<file path="src/rtl/cache_line_arbiter_pkg.sv">
// rtl/cache_line_arbiter_pkg.sv - shared types and constants for the cache line arbiter
package cache_line_arbiter_pkg;

    localparam int ADDR_W   = 32;
    localparam int LINE_W   = 256;
    localparam int OFFSET_W = 5;

    typedef enum logic [1:0] {
        IDLE,
        BUSY_I,
        BUSY_D,
        RELEASE
    } arb_state_t;

    typedef enum logic {
        OWN_I,
        OWN_D
    } arb_owner_t;

endpackage

</file>
<file path="src/rtl/cache_line_arbiter_if.sv">
// rtl/cache_line_arbiter_if.sv - cache-side and physical-memory-side signal bundle
interface cache_line_arbiter_if #(
    parameter int ADDR_W = 32,
    parameter int LINE_W = 256
);
    // I-cache miss path
    logic              i_read;
    logic [ADDR_W-1:0] i_address;
    logic              i_resp;
    logic              i_error;
    logic [LINE_W-1:0] i_rdata;

    // D-cache miss / writeback path
    logic              d_read;
    logic              d_write;
    logic [ADDR_W-1:0] d_address;
    logic [LINE_W-1:0] d_wdata;
    logic              d_resp;
    logic              d_error;
    logic [LINE_W-1:0] d_rdata;

    // physical memory port
    logic              pmem_read;
    logic              pmem_write;
    logic [ADDR_W-1:0] pmem_address;
    logic [LINE_W-1:0] pmem_wdata;
    logic              pmem_resp;
    logic              pmem_error;
    logic [LINE_W-1:0] pmem_rdata;

    // arbiter view
    modport master (
        input  i_read, i_address, d_read, d_write, d_address, d_wdata,
        input  pmem_resp, pmem_error, pmem_rdata,
        output i_resp, i_error, i_rdata, d_resp, d_error, d_rdata,
        output pmem_read, pmem_write, pmem_address, pmem_wdata
    );

    // caches and memory view
    modport slave (
        output i_read, i_address, d_read, d_write, d_address, d_wdata,
        output pmem_resp, pmem_error, pmem_rdata,
        input  i_resp, i_error, i_rdata, d_resp, d_error, d_rdata,
        input  pmem_read, pmem_write, pmem_address, pmem_wdata
    );

endinterface

</file>
<file path="src/rtl/sat_counter32.sv">
// rtl/sat_counter32.sv - 32-bit enabled counter that sticks at all-ones
module sat_counter32 (
    input  logic        clk,
    input  logic        rst_n,
    input  logic        en,
    output logic [31:0] count
);

    // count enabled cycles, holding at the maximum instead of wrapping
    always_ff @(posedge clk or negedge rst_n) begin
        if (!rst_n) begin
            count <= '0;
        end else if (en && (count != 32'hFFFF_FFFF)) begin
            count <= count + 32'd1;
        end
    end

endmodule

</file>
<file path="src/rtl/cache_line_arbiter.sv">
// rtl/cache_line_arbiter.sv - round-robin sharing of the line-wide memory port between I and D caches
module cache_line_arbiter
    import cache_line_arbiter_pkg::*;
#(
    parameter int ADDR_W   = cache_line_arbiter_pkg::ADDR_W,
    parameter int LINE_W   = cache_line_arbiter_pkg::LINE_W,
    parameter int OFFSET_W = cache_line_arbiter_pkg::OFFSET_W
) (
    input  logic                  clk,
    input  logic                  rst_n,
    cache_line_arbiter_if.master  bus,
    output logic [31:0]           conflict_count
);

    arb_state_t        state;
    arb_owner_t        last_grant;
    logic              cmd_read;
    logic              cmd_write;
    logic [ADDR_W-1:0] cmd_address;
    logic [LINE_W-1:0] cmd_wdata;

    logic i_req;
    logic d_req;
    logic grant_i;
    logic conflict;

    // line offset bits never reach memory
    logic unused_offset;
    assign unused_offset = ^{bus.i_address[OFFSET_W-1:0], bus.d_address[OFFSET_W-1:0]};

    assign i_req    = bus.i_read;
    assign d_req    = bus.d_read | bus.d_write;
    assign conflict = (state == IDLE) && i_req && d_req;
    // on a tie the side that did not win last time goes first
    assign grant_i  = i_req && (!d_req || (last_grant == OWN_D));

    // arbitration FSM and request latch; command outputs come straight from these registers
    always_ff @(posedge clk or negedge rst_n) begin
        if (!rst_n) begin
            state       <= IDLE;
            last_grant  <= OWN_D;
            cmd_read    <= 1'b0;
            cmd_write   <= 1'b0;
            cmd_address <= '0;
            cmd_wdata   <= '0;
        end else begin
            case (state)
                IDLE: begin
                    if (grant_i) begin
                        cmd_read    <= 1'b1;
                        cmd_write   <= 1'b0;
                        cmd_address <= {bus.i_address[ADDR_W-1:OFFSET_W], {OFFSET_W{1'b0}}};
                        cmd_wdata   <= '0;
                        state       <= BUSY_I;
                    end else if (d_req) begin
                        // a writeback takes priority over a read asserted alongside it
                        cmd_read    <= !bus.d_write;
                        cmd_write   <= bus.d_write;
                        cmd_address <= {bus.d_address[ADDR_W-1:OFFSET_W], {OFFSET_W{1'b0}}};
                        cmd_wdata   <= bus.d_write ? bus.d_wdata : '0;
                        state       <= BUSY_D;
                    end
                end
                BUSY_I, BUSY_D: begin
                    if (bus.pmem_resp) begin
                        cmd_read   <= 1'b0;
                        cmd_write  <= 1'b0;
                        last_grant <= (state == BUSY_I) ? OWN_I : OWN_D;
                        state      <= RELEASE;
                    end
                end
                RELEASE: begin
                    // gives the finished requester a cycle to drop its request
                    state <= IDLE;
                end
                default: begin
                    state <= IDLE;
                end
            endcase
        end
    end

    assign bus.pmem_read    = cmd_read;
    assign bus.pmem_write   = cmd_write;
    assign bus.pmem_address = cmd_address;
    assign bus.pmem_wdata   = cmd_wdata;

    // completion is routed combinationally to whichever side owns the port
    assign bus.i_resp  = (state == BUSY_I) && bus.pmem_resp;
    assign bus.d_resp  = (state == BUSY_D) && bus.pmem_resp;
    assign bus.i_error = (state == BUSY_I) && bus.pmem_resp && bus.pmem_error;
    assign bus.d_error = (state == BUSY_D) && bus.pmem_resp && bus.pmem_error;
    assign bus.i_rdata = bus.pmem_rdata;
    assign bus.d_rdata = bus.pmem_rdata;

    sat_counter32 u_conflict_counter (
        .clk   (clk),
        .rst_n (rst_n),
        .en    (conflict),
        .count (conflict_count)
    );

endmodule

</file>
<file path="src/flat_wrapper.sv">
// flat-port wrapper written by rule: the top's interface ports become plain ports
module cache_line_arbiter_flat import cache_line_arbiter_pkg::*;
#(
    parameter int ADDR_W   = cache_line_arbiter_pkg::ADDR_W,
    parameter int LINE_W   = cache_line_arbiter_pkg::LINE_W,
    parameter int OFFSET_W = cache_line_arbiter_pkg::OFFSET_W
)
  (clk, rst_n, conflict_count, bus_i_read, bus_i_address, bus_d_read, bus_d_write, bus_d_address, bus_d_wdata, bus_pmem_resp, bus_pmem_error, bus_pmem_rdata, bus_i_resp, bus_i_error, bus_i_rdata, bus_d_resp, bus_d_error, bus_d_rdata, bus_pmem_read, bus_pmem_write, bus_pmem_address, bus_pmem_wdata);
  cache_line_arbiter_if #(.ADDR_W(ADDR_W), .LINE_W(LINE_W)) bus_i ();
  input  logic clk;
  input  logic rst_n;
  output logic [31:0] conflict_count;
  input wire logic [$bits(bus_i.i_read)-1:0] bus_i_read;
  input wire logic [$bits(bus_i.i_address)-1:0] bus_i_address;
  input wire logic [$bits(bus_i.d_read)-1:0] bus_d_read;
  input wire logic [$bits(bus_i.d_write)-1:0] bus_d_write;
  input wire logic [$bits(bus_i.d_address)-1:0] bus_d_address;
  input wire logic [$bits(bus_i.d_wdata)-1:0] bus_d_wdata;
  input wire logic [$bits(bus_i.pmem_resp)-1:0] bus_pmem_resp;
  input wire logic [$bits(bus_i.pmem_error)-1:0] bus_pmem_error;
  input wire logic [$bits(bus_i.pmem_rdata)-1:0] bus_pmem_rdata;
  output wire logic [$bits(bus_i.i_resp)-1:0] bus_i_resp;
  output wire logic [$bits(bus_i.i_error)-1:0] bus_i_error;
  output wire logic [$bits(bus_i.i_rdata)-1:0] bus_i_rdata;
  output wire logic [$bits(bus_i.d_resp)-1:0] bus_d_resp;
  output wire logic [$bits(bus_i.d_error)-1:0] bus_d_error;
  output wire logic [$bits(bus_i.d_rdata)-1:0] bus_d_rdata;
  output wire logic [$bits(bus_i.pmem_read)-1:0] bus_pmem_read;
  output wire logic [$bits(bus_i.pmem_write)-1:0] bus_pmem_write;
  output wire logic [$bits(bus_i.pmem_address)-1:0] bus_pmem_address;
  output wire logic [$bits(bus_i.pmem_wdata)-1:0] bus_pmem_wdata;
  assign bus_i.i_read = bus_i_read;
  assign bus_i.i_address = bus_i_address;
  assign bus_i.d_read = bus_d_read;
  assign bus_i.d_write = bus_d_write;
  assign bus_i.d_address = bus_d_address;
  assign bus_i.d_wdata = bus_d_wdata;
  assign bus_i.pmem_resp = bus_pmem_resp;
  assign bus_i.pmem_error = bus_pmem_error;
  assign bus_i.pmem_rdata = bus_pmem_rdata;
  assign bus_i_resp = bus_i.i_resp;
  assign bus_i_error = bus_i.i_error;
  assign bus_i_rdata = bus_i.i_rdata;
  assign bus_d_resp = bus_i.d_resp;
  assign bus_d_error = bus_i.d_error;
  assign bus_d_rdata = bus_i.d_rdata;
  assign bus_pmem_read = bus_i.pmem_read;
  assign bus_pmem_write = bus_i.pmem_write;
  assign bus_pmem_address = bus_i.pmem_address;
  assign bus_pmem_wdata = bus_i.pmem_wdata;
  cache_line_arbiter #(.ADDR_W(ADDR_W), .LINE_W(LINE_W), .OFFSET_W(OFFSET_W)) u_core (.clk(clk), .rst_n(rst_n), .bus(bus_i), .conflict_count(conflict_count));
endmodule
</file>
<file path="config.mk">
export PLATFORM = sky130hd
export DESIGN_NAME = cache_line_arbiter_flat
export DESIGN_NICKNAME = d
export VERILOG_FILES = /design/src/rtl/cache_line_arbiter_pkg.sv /design/src/rtl/cache_line_arbiter_if.sv /design/src/rtl/sat_counter32.sv /design/src/rtl/cache_line_arbiter.sv /design/src/flat_wrapper.sv
export SDC_FILE = /design/constraint.sdc
export NUM_CORES = 1
export LEC_CHECK = 0
export ABC_CLOCK_PERIOD_IN_PS = 2700
export CORE_AREA = 4 4 547 549
export DETAILED_ROUTE_END_ITERATION = 16
export DIE_AREA = 0 0 551 553
export SYNTH_ARGS = -nofsm -noshare
export SYNTH_HDL_FRONTEND = slang
export SYNTH_SLANG_ARGS = --single-unit
</file>
<file path="constraint.sdc">
create_clock -name clk -period 2.7 [get_ports clk]
set_clock_uncertainty 0.15 [all_clocks]
set_input_delay 0.27 -clock clk [delete_from_list [all_inputs] [get_ports clk]]
set_output_delay 0.27 -clock clk [all_outputs]
set_load 0.02 [all_outputs]
</file>
; ---- Word-level counts from Yosys, hierarchy flattened
; Cells that the tools add are included.
[totals]
inputBits = 583
output_inout_bits = 838
regBits = 325
[op_classes]
reduce_logical = 19
bitwise_logic = 1
n_mux = 17
n_addsub = 1
n_eq_ne = 6
[op_table]
columns = cell, n
row1 = $mux 256, 3
row2 = $mux 32, 2
row3 = $add 32x1->32 const B, 1
row4 = $ne 32x32->1 const B, 1
row5 = $logic_and 1x1->1, 8
row6 = $mux 1, 6
row7 = $mux 2, 3
row8 = $pmux 2 s3, 1
row9 = $reduce_and 2->1, 3
row10 = $eq 2x2->1 const B, 2
row11 = $pmux 1 s2, 2
row12 = $reduce_bool 2->1, 2
row13 = $ne 3x1->1 const B, 1
row14 = $reduce_and 3->1, 1
row15 = $eq 2x1->1 const B, 1
row16 = $logic_not 1->1, 2
row17 = $logic_not 2->1, 1
row18 = $ne 2x2->1 const B, 1
row19 = $reduce_or 2->1, 1
row20 = $logic_or 1x1->1, 1
row21 = $or 1x1->1, 1

; ---- Longest topological paths before layout
[logic_depth]
ltp_word = 6
mapped_depth = 8

; ---- By module
; From an unflattened synthesis, not the netlist that was laid out.
[unflattened]
hier_cells = 1396
area_unflattened_um2 = 16200.5
[by_module_without_submodules]
columns = mod, area_per_inst_um2, instances, cells_each, seq_area_each_um2
row1 = cache_line_arbiter, 14677.8, 1, 1256, 7208.2
row2 = sat_counter32, 1522.7, 1, 140, 800.8

; ---- Least setup slack after synthesis
; Ideal clock, no wire load.
[synth_timing]
path_kind = flip-flop to flip-flop
from = reg u_core.state[0]
to = reg u_core.u_conflict_counter.count[27]
synth_period_minus_slack_ps = 2223
slack_ps = 477
arrival_time_ps = 1941
required_time_ps = 2418
path_stages_with_launch = 8
path_cell_list = dfrtp_1 > inv_1 > ha_1 > o211ai_2 > or4_1 > buf_2 > or3_4 > xnor2_2
[synth_via]
elab_chain_len = 4
[synth_lines]
columns = element, line
row1 = from (decl), cache_line_arbiter.sv:15  ; arb_state_t state;
row2 = from (signal assigned), cache_line_arbiter.sv:40  ; state <= IDLE;
row3 = from (signal assigned), cache_line_arbiter.sv:54  ; state <= BUSY_I;
row4 = from (signal assigned), cache_line_arbiter.sv:61  ; state <= BUSY_D;
row5 = $logic_not 2->1, cache_line_arbiter.sv:33  ; assign conflict = (state == IDLE) && i_req && d_req;
row6 = $logic_and 1x1->1 (2 in series), cache_line_arbiter.sv:33
row7 = $logic_and 1x1->1, sat_counter32.sv:13  ; end else if (en && (count != 32'hFFFF_FFFF)) begin
row8 = to (signal assigned), sat_counter32.sv:14  ; count <= count + 32'd1;
row9 = to (decl), sat_counter32.sv:6  ; output logic [31:0] count
; No other way between the ends.
; A chain may end at the register's enable or synchronous reset.

; ---- Worst setup path in the final report
[layout_timing]
from = reg u_core.state[1]
to = out bus_i_resp
[layout_via]
elab_chain_len = 2
[layout_lines]
columns = element, line
row1 = $eq 2x1->1, cache_line_arbiter.sv:89  ; assign bus.i_resp = (state == BUSY_I) && bus.pmem_resp;
row2 = $logic_and 1x1->1, cache_line_arbiter.sv:89
row3 = to (decl), flat_wrapper.sv:22  ; output wire logic [$bits(bus_i.i_resp)-1:0] bus_i_resp;
; No other way between the ends.

==> reports/qor.yml <==
outcome:
  status: "finished, final reports clean"
clock_tree:
  clock-sinks: 320
  cts.htree.levels: 2
  post_cts_buffers: 0
  clkLatencyLatePin_ns: 0.63
  cts_tree: "built"
  path_clk_slew_ns: 0.06
  numCtsBuffers: 43
  cts.root.buffer_cell: "clkbuf_16"
  clock_path_buffers: 3
finish:
  drive_above_1_share_pct: 9.19
  seq_area_um2: 8010
  fin_nets: 2189
  syn2layout_area_growth_pct: 61.3
  fill_cells: 34000
  multi_input_area_um2: 3790
  fin_util_pct: 8.74
drt:
  initialDrtViolationCount: 924
  via_per_inst: 2.20
  num_vias: 12200
  ant_nets: 0
  drc: 0
  dr.pass1.iters: 7
  routed_wl_mm: 153
  wl_per_cell_um: 27.6
logic_synthesis:
  yosysSeqAreaShare_pct: 50.3
  yosys_warnings: 0
  synth_flop_cell: "dfrtp_1"
  synth_area_um2: 15900
  synthArstFlopShare_pct: 100
  synth.distinct_cells: 47
  syn_inst: 1397
  synth_seq_cells: 320
  syn_area_per_cell_um2: 11.4
  synth-edff-count: 0
power_and_ir_drop:
  leakage_nw: 9.51
  power.density_nw_per_um2: 998
  total_power_mw: 25.6
  ir_drop_mv: 0.458
worst_setup_path:
  critPathCaptureType: "output port"
  slowest_delay_ns: 0.61
  crit_path_start_kind: "flip-flop"
  slowest_stage: "clkdlybuf4s50_1"
  cp.buffers_inverters: 2
  crit_path_max_fanout: 4
  path_class: "reg -> out"
  cp.required_ns: 2.28
  crit_chain: "inv_1 > ha_1 > and2_1 > clkdlybuf4s50_1"
  cp_num_cells: 4
  crit_family: "buffers and inverters"
  worstPathArrival_ns: 2.13
  rr_worst_depth: 6
floorplan:
  die_area_um2: 305000
  rows: 199
  die_w_um: 551
  core_um2: 294000
  die_y_um: 553
  start_util_pct: 5.42
  io_pins: 1421
sta:
  period_minus_slack_ns: 2.55
  drv_slew: 0
  whs_ns: 0.0829
  clock.fmax_mhz: 393
  setup-tns-final_ns: 0
  worst_pin_slew_ns: 0.829
  min_period_over_period_pct: 94.3
  timing.final.ws_setup_ns: 0.154
  slew_headroom_pct: 44.5
  setup_viol: 0
  hold_viol: 0
  rsz0062_at_grt: "no"
place:
  dp.final_hpwl_mm: 136
  dp_slack_ns: 0.216
  port_buffers: 637
  gp_congestion: 0.873
worst_hold_path:
  hold_class: "in -> reg"
  holdPathStages: 2
global_routing:
  grt_pass1_vias: 12800
  grt_pass1_wl_mm: 183
  grt_usage_pct: 9.65
  grt_antenna_before_repair: 67
  grt_overflow_total: 0
  grt_max_degree: 74
flow_run:
  drv_cap: 0
what timing repair did:
action / 4_1_cts / 5_1_grt
endpoints found under the hold margin: 332 / 0
endpoints found under the setup margin: 1 / 1
hold buffers: 65 / 0
resized for setup: 1 / 1
kinds of logic (layout without fill, tap and decap cells):
group / count (synthesis) / in the layout / share of synthesized area, %
buffers and inverters: 591 / 822 / 26.2
muxes: 32 / 32 / 2.03
DFF: 320 / 320 / 50.3
AOI/OAI and AO/OA: 309 / 309 / 16.1
and+or+nand+nor: 114 / 114 / 3.56
adders and majority gates: 6 / 6 / 0.471
other: 1 / 12 / 0.0235
xor gates and xnor gates: 24 / 24 / 1.37
state kept, by name, summed over array words and instances, names as in the netlist:
| name | cells |
|---|---|
| u_core.bus.pmem_address | 27 |
| u_core.state | 2 |
| u_core.bus.pmem_read | 1 |
| u_core.bus.pmem_write | 1 |
| u_core.last_grant | 1 |
| u_core.bus.pmem_wdata | 256 |
| u_core.u_conflict_counter.count | 32 |
worst reg2reg max path, delay by kind of cell (launching register included):
family	cells	cell delay [ns]
buf+inv	2	0.33
compound gates	2	0.57
flops	1	0.41
simple gates	1	0.59
fa+ha+maj	1	0.28
power breakdown:
group	switching, mW	internal (mW)	leakage (nW)
sequential	1.04	6.31	4.19
clock	2.58	3.77	0.746
combinational	7.42	4.52	4.57
total	11.0	14.6	9.51
cells in the final DEF, fill, tap and decap left out, types with 2 or more instances in the layout:
master           instances
nand4_1                 10
clkinvlp_4               2
o21ai_0                 34
clkinv_8                 3
xnor2_1                  9
a21oi_1                  3
xor2_1                  14
dlygate4sd3_1           65
diode_2                  7
dfrtp_1                319
inv_1                    7
nor4_1                   5
mux2i_1                 30
clkbuf_8                 7
conb_1                   5
nand3_1                 10
and4_1                   2
and2_1                   2
clkbuf_1                 5
a22o_1                 256
inv_6                    3
buf_4                   49
bufinv_16                6
buf_12                  13
clkinv_4                 2
or4_1                    3
and3_1                   3
clkdlybuf4s50_1        608
nor2_1                  18
ha_1                     6
clkinv_2                 5
clkbuf_16               44
nor2b_1                  2
nor3_1                   3
o311ai_0                 4
nand2_1                 48
mux2_2                   2
area by class of cell:
cell class / instances / area share [%]
well taps: 3919 / 19.1
repair buffers: 738 / 28.8
clock buffers: 56 / 4.74
inverters: 7 / 0.102
multi-input cells: 490 / 14.8
clock inverters: 21 / 1.22
flip-flops and latches: 320 / 31.2
diodes: 7 / 0.0682
per-stage QoR:
stage / area, um2 / instances
after floorplan: 15900 / 1401
after global placement: 23500 / 5409
after detailed placement: 23500 / 5409
after CTS: 25700 / 5551
after global routing: 25700 / 5555
final: 25700 / 5558
metal layers:
metal	global-route usage, %	wire (um)	vias up
li1	-	-	4769
met1	8.52	46000	5841
met2	13.2	59900	1119
met3	11.4	39600	464
met4	4.33	7860	9
met5	0.142	94	-
synthesized netlist by cell type (7+ instances only):
| master | n | share of area, % |
|---|---|---|
| nor2_1 | 18 | 0.42 |
| nand4_1 | 10 | 0.39 |
| buf_4 | 517 | 24 |
| o21ai_0 | 34 | 1.1 |
| clkbuf_1 | 47 | 1.1 |
| nand3_1 | 10 | 0.31 |
| a22o_1 | 256 | 14 |
| mux2i_1 | 30 | 1.9 |
| inv_1 | 7 | 0.17 |
| xor2_1 | 14 | 0.77 |
| buf_2 | 12 | 0.38 |
| dfrtp_1 | 319 | 50 |
| buf_1 | 8 | 0.19 |
| xnor2_1 | 9 | 0.49 |
| nand2_1 | 48 | 1.1 |
final timing paths:
check	start	to	slack, ns
min	bus_d_wdata[183]	u_core.bus.pmem_wdata[183]$_DFFE_PN0P_	0.08
max reg2reg	u_core.state[0]$_DFFE_PN0P_	u_core.u_conflict_counter.count[15]$_DFFE_PN0P_	0.23
min in group asynchronous	rst_n	u_core.bus.pmem_wdata[190]$_DFFE_PN0P_	0.58
max	u_core.state[1]$_DFFE_PN0P_	bus_i_resp	0.15
max in group asynchronous	rst_n	u_core.bus.pmem_wdata[251]$_DFFE_PN0P_	0.29
min reg2reg	u_core.bus.pmem_address[21]$_DFFE_PN0P_	u_core.bus.pmem_address[21]$_DFFE_PN0P_	0.33
Note: power is estimated with default switching activity, not from simulation.
